[src/rtl/serial_demux_deser_pkg.sv]
`default_nettype none
// +--------------------------------------------------------------------+
// | serial_demux_deser_pkg: shared lane-state type and lane constants  |
// | Revision: 1.0                                                      |
// +--------------------------------------------------------------------+
package serial_demux_deser_pkg;

  typedef enum logic [1:0] {
    IDLE  = 2'd0,
    SHIFT = 2'd1,
    PAR   = 2'd2
  } lane_state_t;

  localparam int LANE0         = 0;
  localparam int LANE1         = 1;
  localparam int DEFAULT_WIDTH = 4;

endpackage : serial_demux_deser_pkg
`default_nettype wire

[src/rtl/demux_deser_lane.sv]
`default_nettype none
// +--------------------------------------------------------------------+
// | demux_deser_lane: one LSB-first deserializer lane with word output |
// | Optional even-parity bit: SERIAL_DEMUX_DESER_PARITY_EN             |
// | Revision: 1.0                                                      |
// +--------------------------------------------------------------------+
module demux_deser_lane
  import serial_demux_deser_pkg::*;
#(
  parameter int WIDTH = DEFAULT_WIDTH
) (
  input  logic             clk,
  input  logic             rst,
  input  logic             bit_en,
  input  logic             din,
  output logic [WIDTH-1:0] word,
  output logic             word_valid,
  output logic             err
);

  localparam int             CNT_W = $clog2(WIDTH);
  localparam logic [CNT_W-1:0] LAST = CNT_W'(WIDTH - 1);

  lane_state_t      state_q, state_d;
  logic [CNT_W-1:0] cnt_q,   cnt_d;
  logic [WIDTH-1:0] shreg_q, shreg_d;
  logic [WIDTH-1:0] word_q,  word_d;
  logic             valid_q, valid_d;
`ifdef SERIAL_DEMUX_DESER_PARITY_EN
  logic             err_q,   err_d;
`endif

  always_comb begin
    state_d = state_q;
    cnt_d   = cnt_q;
    shreg_d = shreg_q;
    word_d  = word_q;
    valid_d = 1'b0;
`ifdef SERIAL_DEMUX_DESER_PARITY_EN
    err_d   = 1'b0;
`endif
    if (bit_en) begin
      case (state_q)
        IDLE, SHIFT: begin
          // Right shift: after WIDTH bits the first one sits in bit 0.
          shreg_d = {din, shreg_q[WIDTH-1:1]};
          if (cnt_q == LAST) begin
            cnt_d = '0;
`ifdef SERIAL_DEMUX_DESER_PARITY_EN
            state_d = PAR;
`else
            state_d = IDLE;
            word_d  = shreg_d;
            valid_d = 1'b1;
`endif
          end else begin
            cnt_d   = cnt_q + CNT_W'(1);
            state_d = SHIFT;
          end
        end
`ifdef SERIAL_DEMUX_DESER_PARITY_EN
        PAR: begin
          word_d  = shreg_q;
          valid_d = 1'b1;
          err_d   = ^{shreg_q, din};
          state_d = IDLE;
        end
`endif
        default: begin
          state_d = IDLE;
          cnt_d   = '0;
        end
      endcase
    end
  end

  always_ff @(posedge clk) begin
    if (rst) begin
      state_q <= IDLE;
      cnt_q   <= '0;
      shreg_q <= '0;
      word_q  <= '0;
      valid_q <= 1'b0;
    end else begin
      state_q <= state_d;
      cnt_q   <= cnt_d;
      shreg_q <= shreg_d;
      word_q  <= word_d;
      valid_q <= valid_d;
    end
  end

`ifdef SERIAL_DEMUX_DESER_PARITY_EN
  always_ff @(posedge clk) begin
    if (rst) begin
      err_q <= 1'b0;
    end else begin
      err_q <= err_d;
    end
  end
  assign err = err_q;
`else
  assign err = 1'b0;
`endif

  assign word       = word_q;
  assign word_valid = valid_q;

endmodule : demux_deser_lane
`default_nettype wire

[src/rtl/serial_demux_deser.sv]
`default_nettype none
// +--------------------------------------------------------------------+
// | serial_demux_deser: routes a serial bit stream into two lanes      |
// | Optional even-parity bit: SERIAL_DEMUX_DESER_PARITY_EN             |
// | Revision: 1.0                                                      |
// +--------------------------------------------------------------------+
module serial_demux_deser
  import serial_demux_deser_pkg::*;
#(
  parameter int WIDTH = DEFAULT_WIDTH
) (
  input  logic             clk,
  input  logic             rst,
  input  logic             din,
  input  logic             din_valid,
  input  logic             sel,
  output logic [WIDTH-1:0] word0,
  output logic             word0_valid,
  output logic [WIDTH-1:0] word1,
  output logic             word1_valid,
  output logic             err
);

  logic w_en0;
  logic w_en1;
  logic w_err0;
  logic w_err1;

  assign w_en0 = din_valid && (sel == 1'(LANE0));
  assign w_en1 = din_valid && (sel == 1'(LANE1));

  demux_deser_lane #(.WIDTH(WIDTH)) u_lane0 (
    .clk        (clk),
    .rst        (rst),
    .bit_en     (w_en0),
    .din        (din),
    .word       (word0),
    .word_valid (word0_valid),
    .err        (w_err0)
  );

  demux_deser_lane #(.WIDTH(WIDTH)) u_lane1 (
    .clk        (clk),
    .rst        (rst),
    .bit_en     (w_en1),
    .din        (din),
    .word       (word1),
    .word_valid (word1_valid),
    .err        (w_err1)
  );

  // Only one lane accepts a bit per cycle, so at most one err is ever set.
  assign err = w_err0 | w_err1;

endmodule : serial_demux_deser
`default_nettype wire

[config.mk]
export PLATFORM = sky130hd
export DESIGN_NAME = serial_demux_deser
export DESIGN_NICKNAME = d
export VERILOG_FILES = /design/src/rtl/serial_demux_deser_pkg.sv /design/src/rtl/demux_deser_lane.sv /design/src/rtl/serial_demux_deser.sv
export SDC_FILE = /design/constraint.sdc
export NUM_CORES = 1
export LEC_CHECK = 0
export ABC_AREA = 1
export ABC_CLOCK_PERIOD_IN_PS = 2170
export CORE_MARGIN = 3
export CORE_UTILIZATION = 45
export DETAILED_ROUTE_END_ITERATION = 8
export PLACE_DENSITY_LB_ADDON = 0.15
export SLEW_MARGIN = 20
export SYNTH_ARGS = -nofsm -noshare
export SYNTH_HDL_FRONTEND = slang
export SYNTH_SLANG_ARGS = --single-unit
export TNS_END_PERCENT = 1
[constraint.sdc]
create_clock -name clk -period 2.17 [get_ports clk]
set_input_delay 0.434 -clock clk [delete_from_list [all_inputs] [get_ports clk]]
set_output_delay 0.434 -clock clk [all_outputs]
set_load 0.05 [all_outputs]
==> reports/qor.yml <==
setup_path:
  r2r-start: "u_lane1.cnt_q[0]"
  crit_buf_inv: 1
  critPathKind: "reg -> out"
  critical_path.slowest_cell: "clkdlybuf4s50_1"
  crit_path_max_incr_delay_ps: 800
  worstSetupEndpointType: "output port"
  path_delay_family: "buffers and inverters"
  worstSetupStartpointType: "flip-flop"
  crit_arrival_ps: 1450
  crit_required_ps: 1740
  worstPathCellList: "clkdlybuf4s50_1"
  crit_cells: 1
  r2r_slack_ps: 1100
  r2r_end: "u_lane1.word[3]"
  r2r_cells: 5
  crit_fanout: 2
yosys:
  ys_ff_latch: 20
  syn-num-nets: 102
  syn_area_um2: 742.0
  synth-seq-area-share_pct: 53.96
  yosys_warnings: 0
  synth_cell_types: 13
  syn_inst: 95
  avgSynthCellArea_um2: 7.810
place:
  dp_cells: 123
  place_congestion: 0.7634
  port-buffer-count: 14
  hpwl_um: 887.3
  dpl_cell_area_um2: 889.6
run:
  maxCapViolations: 0
finish:
  nNetsFinal: 119
  layout-drive-gt1-share_pct: 8.108
  syn_to_final_growth_pct: 26.98
  instances_no_fill: 127
  final_common_cell: "nor2_1"
  final_core_util_pct: 61.82
  final_cell_area_um2: 942.2
  antenna_cells: 0
  most-common-layout-cells: "nor2_1, dfxtp_1, nand2_1"
worst_hold_path:
  min_path_cells: 2
  whs_endpoint: "u_lane0.word[0]"
  hp-start: "u_lane0.shreg_q[1]"
  hold_class: "reg -> reg"
drt:
  drc: 0
  num_vias: 617
  wl_um: 1267
  dr.pass1.iters: 2
  routed.top_layer: "met4"
  drt_iter0_drc: 4
  wl_met2_um: 529
  met3WireLength_um: 80
  postRouteAntennaNets: 0
  vias_per_cell: 4.858
  wl_per_cell_um: 9.976
  met1Wirelength_um: 623
clocking:
  cts_setup_buffers: 0
  cts.path.max_buffers: 2
  cts.clk_slew.worst_paths_ps: 120
  cts_resized: 0
  htreeDepth: 1
  numCtsBuffers: 3
  hold_buffers: 0
  cts_sinks: 20
  cts_tree: "done"
  worstSkewPairLatency_ps: 300
  cts_root_buf: "clkbuf_4"
timing:
  skew_ps: 8.267
  hold_slack_ps: 449.3
  setup_viol: 0
  period_minus_slack_ps: 1887
  finalCritPeriodShare_pct: 86.95
  final_max_slew_viol_count: 0
  hold_viol: 0
  setup_tns_ps: 0
  fmax_mhz: 530.0
  rsz0062_at_grt: "false"
floorplanning:
  die_h_um: 46.61
  die_w_um: 46.61
  start_util_pct: 48.69
  core_mm2: 0.001524
  pin_count: 16
  dieArea_mm2: 0.002172
  num_rows: 14
pwr:
  p_int_w: 0.0005870
  p_comb_share_pct: 7.3
  swShare_pct: 20.94
  ir_drop_uv: 524.1
  power.switching_w: 0.0001554
  power.density_mw_per_mm2: 788.0
  leakagePower_nw: 0.4269
  pwr-share-clk_pct: 40.5
  pwr-share-seq_pct: 52.2
grt:
  antenna_found_initial: 0
  grt_max_degree: 19
  grt_pass1_vias: 494
  grt_usage_pct: 14.27
  grt-ovfl-total: 0
  grt_first_pass_wirelength_um: 2139
run_status:
  status: "finished clean"
[state kept, by name, indices dropped and copies added (netlist names)]
name and count:
u_lane1.word_valid 1, u_lane0.shreg_q 3, u_lane1.shreg_q 3, u_lane0.word 4, u_lane0.word_valid 1, u_lane1.word 4
u_lane1.cnt_q 2, u_lane0.cnt_q 2
[cells in the mapped netlist, drive strengths merged]
cell type   n  area share, %
buf         2            1.7
conb        1           0.51
dfxtp      20             54
ha          2            3.4
inv         6            3.0
nand2      18            9.1
nand3       8            6.7
nor2       28             15
o21ai      10            6.7
[routing by layer]
layer	track usage, %	vias up
met5	0	-
met3	4.688	5
li1	-	328
met1	19.15	269
met2	19.51	15
met4	8.523	0
[power groups by stage]
stage / sequential [W] / clock (W) / combinational [W]
after global placement: 0.000396 / 0 / 0.0000525
after global routing: 0.000390 / 0.000321 / 0.0000625
after CTS: 0.000388 / 0.000306 / 0.0000545
final: 0.000388 / 0.000300 / 0.0000544
after floorplan: 0.000397 / 0 / 0.0000350
after detailed placement: 0.000396 / 0 / 0.0000543
[per-stage QoR]
step	power [W]	setup WS (ps)
4_1_cts	0.0007479	266.4
3_5_place_dp	0.0004503	606.6
6_report	0.0007424	283.3
3_3_place_gp	0.0004483	624.6
2_1_floorplan	0.0004322	1133
5_1_grt	0.0007731	223.2
[worst max path at each step]
stage,start,to,slack [ps]
global placement,sel,u_lane0.cnt_q[0],620
finish,u_lane0.word[2],word0[2],280
floorplan,u_lane0.word[0],word0[0],1130
global route,u_lane0.word[3],word0[3],220
CTS,u_lane0.word[2],word0[2],270
detailed placement,din_valid,u_lane1.shreg_q[2],610
[final cells by class]
type                       instances  area (µm²)
clock buffer                       3       22.52
clock inverter                     1       30.03
fill                             142       581.8
inverter                           6       22.52
multi-input combinational         67       306.5
sequential                        20       400.4
tap                               16       20.02
timing repair buffer              14       140.1
[kinds of logic (layout without fill, tap and decap cells)]
| kind of cell | count (synthesis) | in the layout | share of synthesized area (%) |
|---|---|---|---|
| and+or+nand+nor | 54 | 54 | 30.69 |
| DFF | 20 | 20 | 53.96 |
| AOI/OAI and AO/OA | 10 | 10 | 6.746 |
| buffers and inverters | 8 | 24 | 4.721 |
| adders and majority gates | 2 | 2 | 3.372 |
| other | 1 | 1 | 0.5054 |
Power figures use the tool's default switching activity.
